===== src/rtl/ps2_host_tx_if.sv =====
// ps2_host_tx_if: command handshake and PS/2 pin signals for ps2_host_tx.
//   tx_start/tx_data           : command request and byte to send
//   tx_busy/tx_done/tx_err     : transfer status
//   ps2_clk_i/ps2_data_i       : raw pin levels (asynchronous)
//   ps2_clk_oe/ps2_data_oe     : open-drain pull-low enables (1 = drive low)
// master: command issuer plus pad side; slave: the transmitter.
interface ps2_host_tx_if;
  logic       tx_start;
  logic [7:0] tx_data;
  logic       tx_busy;
  logic       tx_done;
  logic       tx_err;
  logic       ps2_clk_i;
  logic       ps2_data_i;
  logic       ps2_clk_oe;
  logic       ps2_data_oe;

  modport master (
    output tx_start, tx_data, ps2_clk_i, ps2_data_i,
    input  tx_busy, tx_done, tx_err, ps2_clk_oe, ps2_data_oe
  );

  modport slave (
    input  tx_start, tx_data, ps2_clk_i, ps2_data_i,
    output tx_busy, tx_done, tx_err, ps2_clk_oe, ps2_data_oe
  );
endinterface


===== src/rtl/ps2_host_tx.sv =====
// ps2_host_tx: host-to-device PS/2 transmitter. Inhibits the clock, issues
// request-to-send, then shifts out start, 8 data bits (LSB first), odd parity
// and stop on device clock falls, samples the device ACK and reports
// completion. Lines are driven open-drain via active-high pull-low enables.
// Ports:
//   clk  : system clock
//   rst  : synchronous reset, active-high
//   bus  : ps2_host_tx_if.slave (tx_start, tx_data, tx_busy, tx_done, tx_err,
//          ps2_clk_i, ps2_data_i, ps2_clk_oe, ps2_data_oe)
module ps2_host_tx #(
  parameter int unsigned INHIBIT_CYCLES = 10000,
  parameter int unsigned TIMEOUT_CYCLES = 1500000
) (
  input  logic          clk,
  input  logic          rst,
  ps2_host_tx_if.slave  bus
);

  localparam int unsigned IW = (INHIBIT_CYCLES > 1) ? $clog2(INHIBIT_CYCLES) : 1;
  localparam int unsigned TW = (TIMEOUT_CYCLES > 1) ? $clog2(TIMEOUT_CYCLES) : 1;
  localparam logic [IW-1:0] INH_LAST = IW'(INHIBIT_CYCLES - 1);
  localparam logic [TW-1:0] TMO_LAST = TW'(TIMEOUT_CYCLES - 1);

  typedef enum logic [2:0] {
    S_IDLE,
    S_INHIBIT,
    S_RTS,
    S_SEND,
    S_WAIT_IDLE,
    S_DONE
  } state_t;

  state_t        state;
  logic [1:0]    clk_sync;
  logic [1:0]    data_sync;
  logic          clk_prev;
  logic          clk_s;
  logic          data_s;
  logic          clk_fall;
  logic [9:0]    shreg;
  logic [3:0]    bit_cnt;
  logic [IW-1:0] inh_cnt;
  logic [TW-1:0] to_cnt;
  logic          ack;
  logic          clk_oe_q;
  logic          data_oe_q;
  logic          busy_q;
  logic          done_q;
  logic          err_q;

  assign clk_s    = clk_sync[1];
  assign data_s   = data_sync[1];
  assign clk_fall = clk_prev & ~clk_s;

  // Synchronizers idle high so reset never manufactures a clock fall.
  always_ff @(posedge clk) begin
    if (rst) begin
      clk_sync  <= '1;
      data_sync <= '1;
      clk_prev  <= 1'b1;
    end else begin
      clk_sync  <= {clk_sync[0], bus.ps2_clk_i};
      data_sync <= {data_sync[0], bus.ps2_data_i};
      clk_prev  <= clk_s;
    end
  end

  always_ff @(posedge clk) begin
    if (rst) begin
      state     <= S_IDLE;
      shreg     <= '0;
      bit_cnt   <= '0;
      inh_cnt   <= '0;
      to_cnt    <= '0;
      ack       <= 1'b0;
      clk_oe_q  <= 1'b0;
      data_oe_q <= 1'b0;
      busy_q    <= 1'b0;
      done_q    <= 1'b0;
      err_q     <= 1'b0;
    end else begin
      case (state)
        S_IDLE: begin
          if (bus.tx_start) begin
            // {stop, odd parity, data}
            shreg    <= {1'b1, ~^bus.tx_data, bus.tx_data};
            inh_cnt  <= '0;
            clk_oe_q <= 1'b1;
            busy_q   <= 1'b1;
            state    <= S_INHIBIT;
          end
        end

        S_INHIBIT: begin
          if (inh_cnt == INH_LAST) begin
            clk_oe_q  <= 1'b0;
            data_oe_q <= 1'b1;
            state     <= S_RTS;
          end else begin
            inh_cnt <= inh_cnt + IW'(1);
          end
        end

        S_RTS: begin
          bit_cnt <= '0;
          to_cnt  <= '0;
          state   <= S_SEND;
        end

        S_SEND: begin
          if (clk_fall) begin
            to_cnt  <= '0;
            bit_cnt <= bit_cnt + 4'd1;
            if (bit_cnt == 4'd10) begin
              ack   <= data_s;
              state <= S_WAIT_IDLE;
            end else begin
              // Falls 1..10 present data, parity, then the stop bit (released).
              data_oe_q <= ~shreg[bit_cnt];
            end
          end else if (to_cnt == TMO_LAST) begin
            clk_oe_q  <= 1'b0;
            data_oe_q <= 1'b0;
            busy_q    <= 1'b0;
            done_q    <= 1'b1;
            err_q     <= 1'b1;
            state     <= S_DONE;
          end else begin
            to_cnt <= to_cnt + TW'(1);
          end
        end

        S_WAIT_IDLE: begin
          if (clk_s && data_s) begin
            data_oe_q <= 1'b0;
            busy_q    <= 1'b0;
            done_q    <= 1'b1;
            err_q     <= ack;
            state     <= S_DONE;
          end else if (clk_fall) begin
            to_cnt <= '0;
          end else if (to_cnt == TMO_LAST) begin
            clk_oe_q  <= 1'b0;
            data_oe_q <= 1'b0;
            busy_q    <= 1'b0;
            done_q    <= 1'b1;
            err_q     <= 1'b1;
            state     <= S_DONE;
          end else begin
            to_cnt <= to_cnt + TW'(1);
          end
        end

        S_DONE: begin
          done_q <= 1'b0;
          err_q  <= 1'b0;
          state  <= S_IDLE;
        end

        default: state <= S_IDLE;
      endcase
    end
  end

  assign bus.ps2_clk_oe  = clk_oe_q;
  assign bus.ps2_data_oe = data_oe_q;
  assign bus.tx_busy     = busy_q;
  assign bus.tx_done     = done_q;
  assign bus.tx_err      = err_q;

endmodule


===== src/flat_wrapper.sv =====
// flat-port wrapper written by rule: the top's interface ports become plain ports
module ps2_host_tx_flat 
#(
  parameter int unsigned INHIBIT_CYCLES = 10000,
  parameter int unsigned TIMEOUT_CYCLES = 1500000
)
  (clk, rst, bus_tx_start, bus_tx_data, bus_ps2_clk_i, bus_ps2_data_i, bus_tx_busy, bus_tx_done, bus_tx_err, bus_ps2_clk_oe, bus_ps2_data_oe);
  ps2_host_tx_if bus_i ();
  input  logic clk;
  input  logic rst;
  input wire logic [$bits(bus_i.tx_start)-1:0] bus_tx_start;
  input wire logic [$bits(bus_i.tx_data)-1:0] bus_tx_data;
  input wire logic [$bits(bus_i.ps2_clk_i)-1:0] bus_ps2_clk_i;
  input wire logic [$bits(bus_i.ps2_data_i)-1:0] bus_ps2_data_i;
  output wire logic [$bits(bus_i.tx_busy)-1:0] bus_tx_busy;
  output wire logic [$bits(bus_i.tx_done)-1:0] bus_tx_done;
  output wire logic [$bits(bus_i.tx_err)-1:0] bus_tx_err;
  output wire logic [$bits(bus_i.ps2_clk_oe)-1:0] bus_ps2_clk_oe;
  output wire logic [$bits(bus_i.ps2_data_oe)-1:0] bus_ps2_data_oe;
  assign bus_i.tx_start = bus_tx_start;
  assign bus_i.tx_data = bus_tx_data;
  assign bus_i.ps2_clk_i = bus_ps2_clk_i;
  assign bus_i.ps2_data_i = bus_ps2_data_i;
  assign bus_tx_busy = bus_i.tx_busy;
  assign bus_tx_done = bus_i.tx_done;
  assign bus_tx_err = bus_i.tx_err;
  assign bus_ps2_clk_oe = bus_i.ps2_clk_oe;
  assign bus_ps2_data_oe = bus_i.ps2_data_oe;
  ps2_host_tx #(.INHIBIT_CYCLES(INHIBIT_CYCLES), .TIMEOUT_CYCLES(TIMEOUT_CYCLES)) u_core (.clk(clk), .rst(rst), .bus(bus_i));
endmodule

===== config.mk =====
export PLATFORM = sky130hd
export DESIGN_NAME = ps2_host_tx_flat
export DESIGN_NICKNAME = d
export VERILOG_FILES = /design/src/rtl/ps2_host_tx_if.sv /design/src/rtl/ps2_host_tx.sv /design/src/flat_wrapper.sv
export SDC_FILE = /design/constraint.sdc
export NUM_CORES = 1
export LEC_CHECK = 0
export CAP_MARGIN = 0
export CORE_AREA = 2 2 111 113
export DETAILED_ROUTE_END_ITERATION = 16
export DIE_AREA = 0 0 113 115
export HOLD_SLACK_MARGIN = 0.1
export SLEW_MARGIN = 20
export SYNTH_ARGS = -nofsm -noshare
export SYNTH_HDL_FRONTEND = slang
export SYNTH_SLANG_ARGS = --single-unit

===== constraint.sdc =====
create_clock -name clk -period 6.2 [get_ports clk]
set_input_delay 1.24 -clock clk [delete_from_list [all_inputs] [get_ports clk]]
set_output_delay 1.24 -clock clk [all_outputs]
set_load 0.005 [all_outputs]

== Word-level counts from Yosys, hierarchy flattened ==
Index checks and enable logic that the tools add are counted.
Cells by class
  add/sub/neg operators: 3
  $lt $le $gt $ge: 1
  equal/unequal tests: 16
  multiplexer cells: 44
  bitwise logic cells: 3
  reductions and logical operators: 19
Operators by type and width (number)
  $mux 21: 3
  $pmux 21 s3: 1
  $mux 14: 2
  $pmux 14 s2: 1
  $add 21x1->21 const B: 1
  $eq 21x21->1 const B: 1
  $mux 1: 21
  $mux 3: 7
  $pmux 3 s5: 1
  $add 14x1->14 const B: 1
  $eq 14x14->1 const B: 1
  $pmux 1 s3: 4
  $reduce_and 4->1: 3
  $reduce_bool 3->1: 4
  $ne 3x3->1 const B: 3
  $pmux 4 s2: 1
  $reduce_and 2->1: 4
  $reduce_xnor 8->1: 1
  $eq 3x2->1 const B: 2
  $eq 3x3->1 const B: 2
  $ne 2x2->1 const B: 3
  $reduce_and 3->1: 2
  $lt 4x5->1 const B: 1
  $add 4x1->4 const B: 1
  12 further kinds: 15
Word-level totals
  flip-flop bits (word level): 63
  input bits: 13
  output and inout bits: 5

== Logic depth before layout (Yosys ltp) ==
Gate-level depths: netlist (run 1).
  depth in word-level cells: 6
  gate-level depth with buffers: 9
  mapped depth without buffers: 7

== Least setup slack after synthesis (run 1) ==
No wires, ideal clock.
  path type: input-to-reg
  start point: input port bus_tx_start
  end point: register u_core.inh_cnt[13]
  setup time: 71 ps
  data arrival time: 2420 ps
  data required time: 6129 ps
  setup slack: 3710 ps
  stages: 6
  path buffers: 2
  cell sequence: and3_1 -> clkbuf_1 -> a21oi_1 -> clkbuf_1 -> or4_1 -> a21oi_1
On the way
  cells in the longest elaborated chain, start to end: 2
RTL lines
  start: declaration: RTL line flat_wrapper.sv:11  | input wire logic [$bits(bus_i.tx_start)-1:0] bus_tx_start;
  $ne 2x2->1 (no source line)
  $reduce_and 3->1 (no source line)
  end signal: assignment: RTL line ps2_host_tx.sv:100  | inh_cnt <= inh_cnt + IW'(1);
  end: declaration: RTL line ps2_host_tx.sv:42  | logic [IW-1:0] inh_cnt;
No other way between the ends.
A chain may end at the register's enable or synchronous reset.

== Worst setup path in the final report (run 1) ==
  start point: input port bus_tx_start
  end point: register u_core.inh_cnt[9]
Same word-level chain as after synthesis.

==> key figures, run 1 <==
Clock tree
  • Clk_lat worst skew: around 330 ps
  • Clock buffer depth: 2
  • H-tree Lvls: 3
  • TritonCTS buffer count: 9
  • Post-CTS Hold Buffers: 0
  • CTS root buffer: clkbuf_16
  • Post-CTS sizing: 0
  • TritonCTS clock tree: done
  • Clock slew at reported path FFs: roughly 50 ps
  • Setup Buffers After CTS: 0
  • # clock sinks: 63

GRT
  • Initial antenna violation count: 0
  • Number of global-route vias before repair: between 2000 and 3000
  • GRT Total Usage: about an eighth
  • Largest net degree at the start of global routing: 45
  • Total congestion overflow: 0
  • First-pass GRT wire length: around 14000 µm

Placed design
  • PortBufs: 17
  • Gpl congestion: between 0.8 and 0.9
  • HPWL Detailed: about 5600 µm

STA
  • Endpoints failing setup: 0
  • Worst Tran Pin Value: ~900 ps
  • Fin crit share: 48.7%
  • Final hold viol count: 0
  • Unrepaired setup endpoints after global routing: false
  • Clk_skew: about 6.1 ps
  • Slew Viols, Final: 0
  • Max-slew headroom: about two fifths
  • Upper clock frequency limit: between 300 and 400 MHz
  • Final Critical Period: 3020 ps
  • TNS Setup: 0 ps

Die
  • Die Span Y: around 120 µm
  • Row count: 40
  • I/O Pins: 18
  • Width of the die: 113 µm
  • Initial Utilization: between 20 and 30%
  • Core area: between 10000 and 15000 µm²
  • Die footprint: between 10000 and 15000 µm²

Setup path
  • Worst-path maximum fanout: 16
  • Crit path required time: 6460 ps
  • FF-to-FF path depth: 6
  • Element type at the critical path start: primary input
  • R2R Path Start: u_core.to_cnt[0]
  • R2r setup slk: roughly 3500 ps
  • Reg2reg end: u_core.to_cnt[19]
  • CP Capture Type: flop
  • CP Class: primary input to flop
  • Crit path arrival time: about 3300 ps

Routing
  • Via count: about 3100
  • Post-route ant nets: 0
  • Residual DRC count: 1
  • Total wire length: 8190 µm
  • Drt via density: around 5.4
  • Routed len/inst: ~14 µm
  • DRT Pass-1 Iters: 11
  • Iter 0 DRT Violations: roughly 210

Finish
  • Most common cell after layout, fill and taps aside: dfxtp_1
  • Fill cell count: between 1000 and 1500
  • Ant. Diodes: 0
  • Multi-input logic area: a little over 2000 µm²
  • Register area: 1260 µm²
  • Most frequent cells in the layout: dfxtp_1 (63), nand2_1 (51), a21oi_1 (40)
  • Nets: 443
  • Layout area overhead: 15.6%
  • Proportion of layout cells with a drive suffix above 1: roughly 10%

Synthesis
  • Post-Syn Instances: 423
  • Top-area cell type share of the netlist area: 36.4%
  • Synth Flop Type: dfxtp_1
  • Sequential fraction of the synthesis area: a little over a third
  • Post-synth ARST share: 0%
  • Register bit total from synthesis: 63
  • Syn avg cell area: 8.19 µm²
  • Synth warn: 0
  • Synth cell types: 65
  • Number of flops mapped to enable cells by yosys: 0
  • Syn Std Cell Area: 3460 µm²
  • Synth top area cells: dfxtp_1 (36%), a21oi_1 (5.8%), nand2_1 (5.5%)
  • Syn nets: 440
  • Area leader, netlist: dfxtp_1

Worst hold path
  • HP Start: u_core.clk_sync[0]
  • Worst min path class: flop to flop
  • Hold Crit Depth: 1
  • WHS Endpoint: u_core.clk_sync[1]

Pwr
  • Leak: roughly 1.3 nW
  • Maximum vdd ir drop: roughly 0.00014 V
  • Overall Power: ~1.2 mW
  • PD cells: around 300 nW/µm²

Outcome
  • Failing checks: DRC
  • Outcome: finished with violations

Job
  • Max-cap violations: 0
-- kinds of logic (layout without fill, tap and decap cells) --
logic type	Yosys count	in the layout	synth area share [%]
flip-flops	63	63	36.4
AO/OA/AOI/OAI	114	114	22.4
XOR/XNOR	15	15	3.79
buffers and inverters	35	43	4.66
adder cells (fa/ha/maj)	4	4	1.44
multiplexers	8	8	2.67
AND/OR/NAND/NOR	184	184	28.6
-- metal layers --
layer  up-vias  global-route usage, %  wire length, µm
li1       1569                      -                -
met1      1464                   17.4             3970
met2        80                   20.0             3730
met3         9                   1.74              335
met4         0                   6.67              155
met5         -                      0                0
-- sequential cells by signal (all words and copies together) (netlist names), 2 cells and up --
register          flops
u_core.inh_cnt       14
u_core.data_sync      2
u_core.shreg         10
u_core.state          3
u_core.clk_sync       2
u_core.to_cnt        21
u_core.bit_cnt        4
-- how the worst max path moves through the flow --
stage / endpoint / start / cells past startpoint
after global routing: u_core.inh_cnt[13] / bus_tx_start / 5
after detailed placement: u_core.inh_cnt[9] / bus_tx_start / 5
after global placement: u_core.inh_cnt[9] / bus_tx_start / 5
final: u_core.inh_cnt[9] / bus_tx_start / 5
after floorplan: u_core.inh_cnt[13] / bus_tx_start / 6
after CTS: u_core.inh_cnt[13] / bus_tx_start / 5
-- final cells by class --
class | count | area share [%]
Multi-Input combinational cell | 325 | 51.0
Tap cell | 147 | 4.59
Clock inverter | 3 | 1.00
Sequential cell | 63 | 31.5
Timing Repair Buffer | 18 | 4.31
Clock buffer | 13 | 6.75
Inverter | 9 | 0.844
-- power breakdown --
part / switching, mW / total [mW] / internal (mW)
registers: 0.0322 / 0.463 / 0.431
logic: 0.135 / 0.220 / 0.0850
clock network: 0.176 / 0.519 / 0.342
total: 0.344 / 1.20 / 0.858
-- cells in the mapped netlist, types with 4 or more instances --
cell type	n
and3_1	5
o32ai_1	4
nor2_1	31
clkbuf_1	20
nand2_1	51
and2_1	4
nor4bb_1	4
ha_1	4
dfxtp_1	63
o31ai_1	8
nor3_1	9
a211oi_1	6
or3_1	10
nand4_1	9
or4_1	10
inv_1	9
xnor2_1	13
or2_2	6
mux2i_1	7
o21ai_0	19
nand3_1	21
a21oi_1	40
-- critical path: stages --
cell and delay, ps:
clkdlybuf4s50_1 500, and3_1 530, a21oi_1 290, or4_1 570
a21oi_1 150
-- through the flow --
step | util [%] | hold WS (ps) | worst slack, ps | cell area [µm²] | instances
final | 33.9 | 408 | 3180 | 4000 | 578
after global routing | 33.9 | 434 | 3030 | 4000 | 578
after CTS | 33.9 | 407 | 3200 | 4000 | 578
after detailed placement | 31.3 | 395 | 2850 | 3690 | 562
after global placement | 31.3 | 393 | 2870 | 3690 | 562
after floorplan | - | 389 | 3710 | 3460 | 423
(Power assumes the default switching activity.)
==> inputs of run 2 (changes only) <==
clock period = 2.6 ns   (was 6.2 ns; I/O delays follow)
==> run 2 against run 1 <==
Effect of this change:
- the flow still finishes with violations (DRC)
- core utilization increased by 0.87 points
- cell area increased by 2.6%
- sequential share of layout area decreased by 0.79 points
- clock skew increased by 4.1 ps
- global-route usage increased by 0.81 points
- clock-buffer cell count unchanged
==> key figures, run 2 (synthesized netlist as in run 1, its figures left out) <==
Die
  • Initial Utilization: 29.3% (unchanged)
  • Core area: 11800 µm² (unchanged)
  • Row count: 40 (unchanged)
  • Die Span Y: 115 µm (unchanged)
  • Width of the die: 113 µm (unchanged)
  • Die footprint: 13000 µm² (unchanged)
  • I/O Pins: 18 (unchanged)

Setup path
  • Worst-path maximum fanout: 10 (-6)
  • Max stage delay on crit path: 740 ps (+170 ps)
  • Crit path arrival time: 2600 ps (-680 ps)
  • Crit path required time: 2810 ps (-3650 ps)
  • Element type at the critical path start: flop
  • Slowest CP cell: or4_1
  • WP buf/inv: 0 (-1)
  • CP Capture Type: flop
  • CP cell instances: ha_1, nand3_1, or4_1, o211ai_2, or3b_2, a21oi_2
  • Top delay family on crit path: simple AND/OR/NAND/NOR gates
  • CP Class: flop to flop

Finish
  • Final Util: 34.8% (+0.87 points)
  • Proportion of layout cells with a drive suffix above 1: 12.8% (+2.8 points)
  • Layout area overhead: 18.5%
  • Top reg by flops: u_core.to_cnt
  • Max FFs per register: 21 (unchanged)
  • Non-filler cells, final: 594 (+2.8%)
  • Nets: 459 (+3.6%)
  • Largest regs: u_core.to_cnt x21, u_core.inh_cnt x14, u_core.shreg x10
  • Most common cell after layout, fill and taps aside: dfxtp_1
  • Most frequent cells in the layout: dfxtp_1 (63), nand2_1 (51), a21oi_1 (40)
  • Ant. Diodes: 0 (unchanged)

Job
  • Max-cap violations: 0 (unchanged)

Routing
  • DRT Pass-1 Iters: 11 (unchanged)
  • Via count: 3198 (+2.4%)
  • Post-route ant nets: 0 (unchanged)
  • Routed len/inst: 14.3 µm (+0.74%)
  • Drt via density: 5.38 (-0.32%)
  • Total wire length: 8480 µm (+3.5%)
  • Residual DRC count: 1 (unchanged)
  • Iter 0 DRT Violations: 207 (-1.9%)

STA
  • Fin crit share: 92.0%
  • Max-slew headroom: 47.4% (+8.0 points)
  • Slew Viols, Final: 0 (unchanged)
  • Worst Tran Pin Value: 788 ps (-113 ps)
  • Upper clock frequency limit: between 400 and 500 MHz
  • Clk_skew: 10.2 ps (+4.14 ps)
  • Final hold viol count: 0 (unchanged)
  • TNS Setup: 0 ps (unchanged)
  • Final Critical Period: ~2400 ps
  • Hold_ws: 403 ps (-4.66 ps)
  • Unrepaired setup endpoints after global routing: false
  • Endpoints failing setup: 0 (unchanged)

Clock tree
  • Post-CTS Hold Buffers: 0 (unchanged)
  • # clock sinks: 63 (unchanged)
  • TritonCTS buffer count: 9 (unchanged)
  • Clock buffer depth: 2 (unchanged)
  • H-tree Lvls: 3 (unchanged)
  • Post-CTS sizing: 0 (unchanged)
  • Setup Buffers After CTS: 0 (unchanged)
  • Clk_lat worst skew: 340 ps (about the same)
  • CTS root buffer: clkbuf_16
  • Clock slew at reported path FFs: 60 ps (about the same)
  • TritonCTS clock tree: done

GRT
  • Largest net degree at the start of global routing: 27 (-40%)
  • First-pass GRT wire length: 14400 µm (+5.7%)
  • Number of global-route vias before repair: 2962 (+4.1%)
  • Total congestion overflow: 0 (unchanged)
  • GRT Total Usage: 13.6% (+0.81 points)
  • Initial antenna violation count: 0 (unchanged)

Placed design
  • Gpl congestion: 0.810 (-7.0%)
  • PortBufs: 17 (unchanged)
  • HPWL Detailed: 6030 µm (+7.0%)
  • Post-Place Cells: 576 (+2.5%)

Pwr
  • Overall Power: 2.90 mW (+140%)
  • Maximum vdd ir drop: 0.000384 V (+170%)
  • Leak: 1.32 nW (+4.9%)
  • PD cells: 707 nW/µm² (+140%)

Outcome
  • Failing checks: DRC
  • Outcome: finished with violations

Worst hold path
  • Worst min path class: flop to flop
## run 2: worst register-to-register path: stages (launching register included)
cell	delay, ps
dfxtp_1	390
ha_1	220
nand3_1	160
or4_1	740
o211ai_2	500
or3b_2	220
a21oi_2	50
## run 2: worst paths after layout
kind | startpoint | end | slack [ps] | depth (start not counted)
hold / removal | u_core.data_sync[0] | u_core.data_sync[1] | 400 | 1
setup / recovery | u_core.to_cnt[0] | u_core.to_cnt[9] | 210 | 6
setup reg to reg | u_core.to_cnt[0] | u_core.to_cnt[9] | 210 | 6
hold reg to reg | u_core.data_sync[0] | u_core.data_sync[1] | 400 | 1
## run 2: layer usage
layer  GRT usage [%]  part of all wire [%]
met1            18.2                    47
met2            21.4                    46
met3            3.27                   5.0
met4            5.28                   1.5
met5               0                     0
## run 2: through the flow
step	cell area, µm²	worst slack [ps]
global route	4110	60.8
detailed placement	3800	133
floorplan	3460	575
global placement	3800	243
finish	4110	208
CTS	4090	134
## run 2: area by class of cell
class	count	area, µm²
clock buffers	13	250
clock inverters	3	42.5
fillers	1249	7700
inverters	9	33.8
multi-input cells	325	2040
flip-flops and latches	63	1260
well taps	147	184
repair buffers	34	293
## run 2: where the power goes
part           switching [mW]  internal [mW]  leakage, nW
sequential             0.0650           1.03        0.511
clock                   0.424          0.767        0.140
combinational           0.353          0.269        0.672
